<file path="src/rtl/mem_writeback.sv">
// mem_writeback: memory-access and writeback stage.
//
// Accepts one operation at a time from the decode/execute stage, performs a
// data-memory load or store over a req/ack handshake (with a bounded wait),
// and owns the 32x32 architectural register file. Register 0 is hardwired
// to zero.
//
// Ports:
//   clk, reset            clock (rising edge), asynchronous active-high reset
//   in_valid / in_ready   upstream handshake; in_ready is high only in IDLE
//   in_result             ALU result or store data
//   in_reg_write_enable   write in_register at writeback (ALU ops only)
//   in_mem_write_enable   store in_result to in_mem_address (wins over load)
//   in_mem_read_enable    load from in_mem_address into in_register
//   in_register           destination register
//   in_mem_address        data-memory byte address
//   mem_req/mem_we/mem_addr/mem_wdata   memory request, held until ack/timeout
//   mem_ack/mem_rdata     one-cycle completion with load data
//   rs1_addr/rs1_data, rs2_addr/rs2_data  combinational read ports with
//                         bypass of the value being written in WB
//   wb_valid/wb_register/wb_data  one-cycle writeback pulse
//   bus_error             one-cycle pulse after a memory timeout
module mem_writeback #(
  parameter int TIMEOUT = 15
) (
  input  logic        clk,
  input  logic        reset,
  input  logic        in_valid,
  output logic        in_ready,
  input  logic [31:0] in_result,
  input  logic        in_reg_write_enable,
  input  logic        in_mem_write_enable,
  input  logic        in_mem_read_enable,
  input  logic [4:0]  in_register,
  input  logic [31:0] in_mem_address,
  output logic        mem_req,
  output logic        mem_we,
  output logic [31:0] mem_addr,
  output logic [31:0] mem_wdata,
  input  logic        mem_ack,
  input  logic [31:0] mem_rdata,
  input  logic [4:0]  rs1_addr,
  input  logic [4:0]  rs2_addr,
  output logic [31:0] rs1_data,
  output logic [31:0] rs2_data,
  output logic        wb_valid,
  output logic [4:0]  wb_register,
  output logic [31:0] wb_data,
  output logic        bus_error
);

  typedef enum logic [1:0] {IDLE, MEM, WB} state_t;

  // Last wait-counter value before the access is abandoned; the counter is 0
  // in the first MEM cycle, so mem_req stays high exactly TIMEOUT cycles.
  localparam logic [3:0] LAST_WAIT = 4'(TIMEOUT - 1);

  state_t      state;
  logic [3:0]  wait_cnt;
  logic [4:0]  dest;
  logic [31:0] regs [32];

  assign in_ready = (state == IDLE);

  always_ff @(posedge clk or posedge reset) begin
    if (reset) begin
      state       <= IDLE;
      wait_cnt    <= '0;
      dest        <= '0;
      mem_req     <= 1'b0;
      mem_we      <= 1'b0;
      mem_addr    <= '0;
      mem_wdata   <= '0;
      wb_valid    <= 1'b0;
      wb_register <= '0;
      wb_data     <= '0;
      bus_error   <= 1'b0;
      for (int i = 0; i < 32; i++) regs[i] <= '0;
    end else begin
      wb_valid  <= 1'b0;
      bus_error <= 1'b0;
      case (state)
        IDLE: begin
          if (in_valid) begin
            mem_addr  <= in_mem_address;
            mem_wdata <= in_result;
            // A store wins when both memory enables are set.
            mem_we    <= in_mem_write_enable;
            dest      <= in_register;
            wait_cnt  <= '0;
            if (in_mem_write_enable || in_mem_read_enable) begin
              mem_req <= 1'b1;
              state   <= MEM;
            end else if (in_reg_write_enable) begin
              wb_register <= in_register;
              wb_data     <= in_result;
              wb_valid    <= 1'b1;
              state       <= WB;
            end
          end
        end
        MEM: begin
          if (mem_ack) begin
            mem_req <= 1'b0;
            if (mem_we) begin
              state <= IDLE;
            end else begin
              // Loads always write back, independent of in_reg_write_enable.
              wb_register <= dest;
              wb_data     <= mem_rdata;
              wb_valid    <= 1'b1;
              state       <= WB;
            end
          end else if (wait_cnt == LAST_WAIT) begin
            mem_req   <= 1'b0;
            bus_error <= 1'b1;
            state     <= IDLE;
          end else begin
            wait_cnt <= wait_cnt + 4'd1;
          end
        end
        WB: begin
          if (wb_register != 5'd0) regs[wb_register] <= wb_data;
          state <= IDLE;
        end
        default: state <= IDLE;
      endcase
    end
  end

  // During WB the file is not yet updated, so forward the pending value.
  function automatic logic [31:0] read_port(input logic [4:0] addr);
    if (addr == 5'd0)
      return 32'd0;
    else if (state == WB && addr == wb_register)
      return wb_data;
    else
      return regs[addr];
  endfunction

  assign rs1_data = read_port(rs1_addr);
  assign rs2_data = read_port(rs2_addr);

endmodule

</file>
<file path="config.mk">
export PLATFORM = sky130hd
export DESIGN_NAME = mem_writeback
export DESIGN_NICKNAME = d
export VERILOG_FILES = /design/src/rtl/mem_writeback.sv
export SDC_FILE = /design/constraint.sdc
export NUM_CORES = 2
export LEC_CHECK = 0
export BUFFER_PORTS_ARGS = -buffer_cell sky130_fd_sc_hd__buf_2
export CORE_ASPECT_RATIO = 1.25
export CORE_MARGIN = 2
export CORE_UTILIZATION = 60
export DETAILED_ROUTE_END_ITERATION = 8
export PLACE_DENSITY = 0.77
export SYNTH_ARGS = -nofsm -noshare
export SYNTH_HDL_FRONTEND = slang
export SYNTH_SLANG_ARGS = --single-unit
</file>
<file path="constraint.sdc">
create_clock -name clk -period 47.4 [get_ports clk]
set_input_delay 4.74 -clock clk [delete_from_list [all_inputs] [get_ports clk]]
set_output_delay 4.74 -clock clk [all_outputs]
set_load 0.03 [all_outputs]
</file>
---- Yosys cells after proc, flatten, opt, wreduce, memory -nomap -nowiden ----
Index checks and enable logic that the tools add are counted.
word-level totals
  register bits after elaboration ......... 1140
  input bits .............................. 118
  output and inout bits ................... 170
  word-level logic and storage cells ...... 131
operators by class
  add/sub/neg operators ................... 1
  magnitude comparators ................... 4
  equal/unequal tests ..................... 15
  multiplexer cells ....................... 50
  bitwise operators ....................... 3
  reduce and logical (&&, ||, !) cells .... 15
operators with widths
  operator                                                              number
  1024-bit bitwise mux                                                  1
  32-bit 2-to-1 mux                                                     14
  32-bit binary-select mux with 5-bit select                            2
  32-bit demux with 5-bit select                                        1
  32-bit one-hot mux with 2 select lines                                1
  5-bit 2-to-1 mux                                                      5
  6-bit greater-or-equal comparator, second input constant              3
  5-bit NOT with 6-bit output                                           3
  1-bit 2-to-1 mux                                                      12
  2-bit 2-to-1 mux                                                      6
  4-bit 2-to-1 mux                                                      3
  2-bit != test, second input constant                                  6
  5-bit == test                                                         2
  5-bit zero test                                                       2
  5-bit one-hot mux with 2 select lines                                 1
  4-bit one-hot mux with 2 select lines                                 1
  4-bit AND reduction                                                   2
  6-bit by 1-bit < comparator with 1-bit output, second input constant  1
  6-bit AND reduction                                                   1
  5-bit nonzero test                                                    1
  4-bit by 1-bit adder with 4-bit output, second input constant         1
  4-bit == test, second input constant                                  1
  2-bit by 1-bit != test with 1-bit output, second input constant       2
  1-bit one-hot mux with 2 select lines                                 2
  11 further kinds                                                      14

---- Longest topological paths before layout ----
  depth in word-level cells ............... 6
  mapped depth ............................ 11
  mapped depth without buffers ............ 7

---- Worst setup path after synthesis ----
No wires, ideal clock.
  kind .................................... input -> output
  start ................................... in rs1_addr[1]
  end ..................................... out rs1_data[6]
  data arrival time ....................... 7.063 ns
  required time ........................... 42.660 ns
  path slack .............................. 35.597 ns
  stages .................................. 7
  path buffers ............................ 3
  path through ............................ buf_2 > buf_2 > and2_0 > buf_2 > a221oi_1 > nor3b_1 > o311ai_0
between the ends
  word-level cells in the longest chain between the ends .. 6
  elaborated cells between the ends (all ways) .. 9
  classes of those cells .................. 1 x eq/ne; 5 x mux; 1 x bitwise; 2 x reduce/logical
ends and longest elaborated chain
  element                                                line  text
  start, declared                                        42    input logic [4:0] rs1_addr,
  5-bit NOT with 6-bit output (not written as such)      138   return regs[addr];
  32-bit binary-select mux with 5-bit select             138
  32-bit 2-to-1 mux (not written as such) (2 in series)  138
  32-bit 2-to-1 mux                                      135   else if (state == WB && addr == wb_register)
  32-bit 2-to-1 mux (*)                                  133   if (addr == 5'd0)
  end, declared                                          44    output logic [31:0] rs1_data,
Every way passes the cells marked *; elsewhere a longest branch is shown, timed or not. The select of a mux whose other input is x is not followed.

---- Final worst setup path ----
  start ................................... in rs2_addr[0]
  end ..................................... out rs2_data[29]
between the ends
  word-level cells in the longest chain between the ends .. 6
  elaborated cells between the ends (all ways) .. 9
  classes of those cells .................. 1 x eq/ne; 5 x mux; 1 x bitwise; 2 x reduce/logical
ends and longest elaborated chain
  element                                                line  text
  start, declared                                        43    input logic [4:0] rs2_addr,
  5-bit NOT with 6-bit output (not written as such)      138
  32-bit binary-select mux with 5-bit select             138
  32-bit 2-to-1 mux (not written as such) (2 in series)  138
  32-bit 2-to-1 mux                                      135
  32-bit 2-to-1 mux (*)                                  133
  end, declared                                          45    output logic [31:0] rs2_data,
Marked as above.

==> summary.txt <==
Run status
  – Status: completed

Synthesis
  – YS warnings: 0
  – Post-synthesis sequential area ratio: 0.474
  – Mapped Area: 60200 sq um
  – Syn nets: 4569
  – Cell count after synthesis: 4449
  – Unique masters post-synth: 57
  – #FFs+latches synth: 1140
  – Post-Syn Area per Cell: 13.5 sq um
  – Fraction of registers with async set/reset: 1.00
  – Main synth FF type: dfrtp_1
  – EDFF count, synth: 0

Route
  – DR vias: 42.7k
  – Routed length per instance: 33.1 microns
  – DRT Wirelength: 196000 microns
  – Post-route DRC: 0
  – Via/cell ratio: 7.22
  – DRT iter0 DRCs: 4991
  – Drt first pass iters: 7
  – Final ANT Viol Nets: 0

Global routing
  – First-pass GRT wire length: 288000 microns
  – Largest net degree at the start of global routing: 166
  – Initial antenna violation count: 7
  – Vias in the first global route: 43.3k
  – Total track usage: 0.384
  – Gr ovfl total: 0

Clock network
  – CTS root buf: clkbuf_16
  – TritonCTS Buffers: 113
  – Cts repair resizes: 0
  – Worst-case clock buffer depth: 3
  – CTS tree: built
  – Hold buffer count at cts: 0
  – CTS H-tree lvls: 3
  – Clk Latency, worst-skew pair: 0.71 ns
  – Post-CTS Setup Bufs: 0
  – # clock sinks: 1140
  – Worst-path clk slew: 0.06 ns

Final layout
  – Final core utilization: 0.668
  – Area grow syn2layout: 10.1%
  – Final net count: 4639
  – Fillers: 7128
  – Register Area: 28500 sq um
  – Commonest non-fill, non-tap cell in the layout: dfrtp_1
  – Layout cell share with drive strength beyond 1: 0.437
  – Multi-input combinational cell area: 29600 sq um
  – Commonest cells after routing, fill and taps aside: dfrtp_1 (1140), mux2_2 (979), mux2i_1 (383)

Timing
  – Hold Vio Cnt, Final: 0
  – Worst Max-Slew Pin Slew: 1.33 ns
  – Final setup skew: 0.0351 ns
  – Worst Slack Setup Final: 33.04 ns
  – Maximum clock rate: 69.6 MHz
  – Max_slew headroom: 0.109
  – Final Setup Violations: 0
  – Period utilization: 0.303
  – Max-slew violations: 0
  – Crit path time final: 14.36 ns
  – RSZ-0062 raised after global routing: no
  – Final TNS setup: 0 ns
  – Hold WS: 0.396 ns

Placed design
  – DP HPWL: 114000 microns
  – Gpl congestion: 0.880
  – Setup WS pre-CTS: 33.11 ns
  – Port buffer count: 287

Power
  – Lkg Pwr: 0.0318 uW
  – Design Power: 3200 uW
  – Peak supply drop: 0.0509 mV
  – Power density over the cells: 48.3 nW/um^2

Worst setup path
  – CP endpoint kind: output pin
  – Arr. time, crit path: 9.62 ns
  – Critical Path Most Common Cell: buf_4
  – Cell breakdown of the critical path: buf_8 > buf_4 > buf_12 > buf_4 > mux4_2 > mux2i_1 > a2111oi_0 > o22ai_1 > nor2_1 > buf_2
  – Worst path max stage delay: 0.87 ns
  – Slowest CP cell: buf_4
  – WP buf/inv: 5
  – Worst Setup Start Kind: input port
  – Maximum fanout along the worst path: 116
  – Critical Path RT: 42.66 ns
  – Cell family with most CP delay: buffers and inverters
  – Kind of critical path: input port to output pin

Die
  – Die width: 287 microns
  – Core area: 99100 sq um
  – DIE HEIGHT: 358 microns
  – Die area: 103000 sq um
  – Io pins: 288
  – Floorplan row count: 129
  – Initial Utilization: 0.607

Min path
  – Hold Path Class: flip-flop to flip-flop

Flow run
  – MaxCap Viol Count: 0
## cell usage after synthesis, drive strengths merged, types with 4 or more instances
library cell  count  share of area
nor2b            15         0.0016
buf             242          0.023
nor4              6        0.00083
xor2              7         0.0010
a22oi            53         0.0066
a22o             13         0.0019
a221oi           61         0.0089
nand4             7        0.00073
a21oi            55         0.0046
a211oi           25         0.0031
o21ai           107         0.0089
mux2            992           0.19
or3               4        0.00042
nor3b            15         0.0020
clkbuf          221          0.014
a221o            35         0.0058
or2               8        0.00083
o211ai            9         0.0011
mux4            374           0.14
and2              5        0.00052
mux2i           383          0.064
inv              12        0.00075
o22ai            52         0.0054
a31oi             6        0.00062
dfrtp          1140           0.47
nand2           362          0.023
nand3            26         0.0022
nand2b           14         0.0015
and3              5        0.00052
nor2             77         0.0049
o311ai            6        0.00087
nor3             90         0.0076
## cells by family (layout without fill, tap and decap cells)
group	after synthesis	count (layout)	synth area share
mux	1749	1749	0.389
flops	1140	1140	0.474
simple gates	642	642	0.0475
buf+inv	475	638	0.0376
compound gates	431	431	0.0493
xor+xnor	10	10	0.00146
fa+ha+maj	2	2	0.000416
other cells	0	1	0
## worst register-to-register path: stages (launching register included)
cell	delay, ns
dfrtp_1	0.85
nor3_1	0.27
nor4_2	0.62
nand4_1	1.15
buf_4	0.73
mux2_2	0.39
## layout make-up
| class | count | share of cell area |
|---|---|---|
| Sequential cell | 1140 | 0.431 |
| Multi-Input combinational cell | 2834 | 0.447 |
| Clock buffer | 160 | 0.0500 |
| Timing Repair Buffer | 418 | 0.0383 |
| Antenna cell | 1 | 0.0000378 |
| Clock inverter | 48 | 0.00857 |
| Inverter | 12 | 0.000793 |
| Tap cell | 1310 | 0.0247 |
## report_power, final
| group | switching (uW) | internal [uW] | total (uW) |
|---|---|---|---|
| clock network | 397 | 546 | 943 |
| registers | 198 | 1190 | 1390 |
| logic | 482 | 382 | 864 |
## layer usage
| metal | GRT usage | wire (microns) | vias to the layer above |
|---|---|---|---|
| li1 | - | - | 16886 |
| met1 | 0.490 | 71600 | 22407 |
| met2 | 0.598 | 90800 | 2656 |
| met3 | 0.0829 | 18800 | 779 |
| met4 | 0.253 | 15000 | 14 |
| met5 | 0 | 85 | - |
## flip-flops by register name (all words and copies together), names as in the netlist
| signal | flops |
|---|---|
| regs | 1024 |
| mem_addr | 32 |
| mem_wdata | 32 |
| wb_data | 32 |
| dest | 5 |
| wb_register | 5 |
| wait_cnt | 4 |
| state | 2 |
| bus_error | 1 |
| mem_req | 1 |
| mem_we | 1 |
| wb_valid | 1 |
## through the flow
step | cell area (sq um) | instances
5_1_grt | 66200 | 5922
3_3_place_gp | 62400 | 5714
6_report | 66200 | 5923
3_5_place_dp | 62400 | 5714
2_1_floorplan | 60200 | 4449
4_1_cts | 66200 | 5922
## worst paths after layout
kind | start | end | slack, ns | cells past startpoint
max | rs2_addr[0] | rs2_data[29] | 33.04 | 10
min in group asynchronous | reset | mem_addr[22] | 4.12 | 2
min reg2reg | regs[994] | regs[994] | 0.40 | 0
max reg2reg | wb_register[3] | regs[116] | 43.25 | 5
min | regs[994] | regs[994] | 0.40 | 0
max in group asynchronous | reset | regs[245] | 39.60 | 6
No activity file was read; power rests on OpenSTA's default activity.
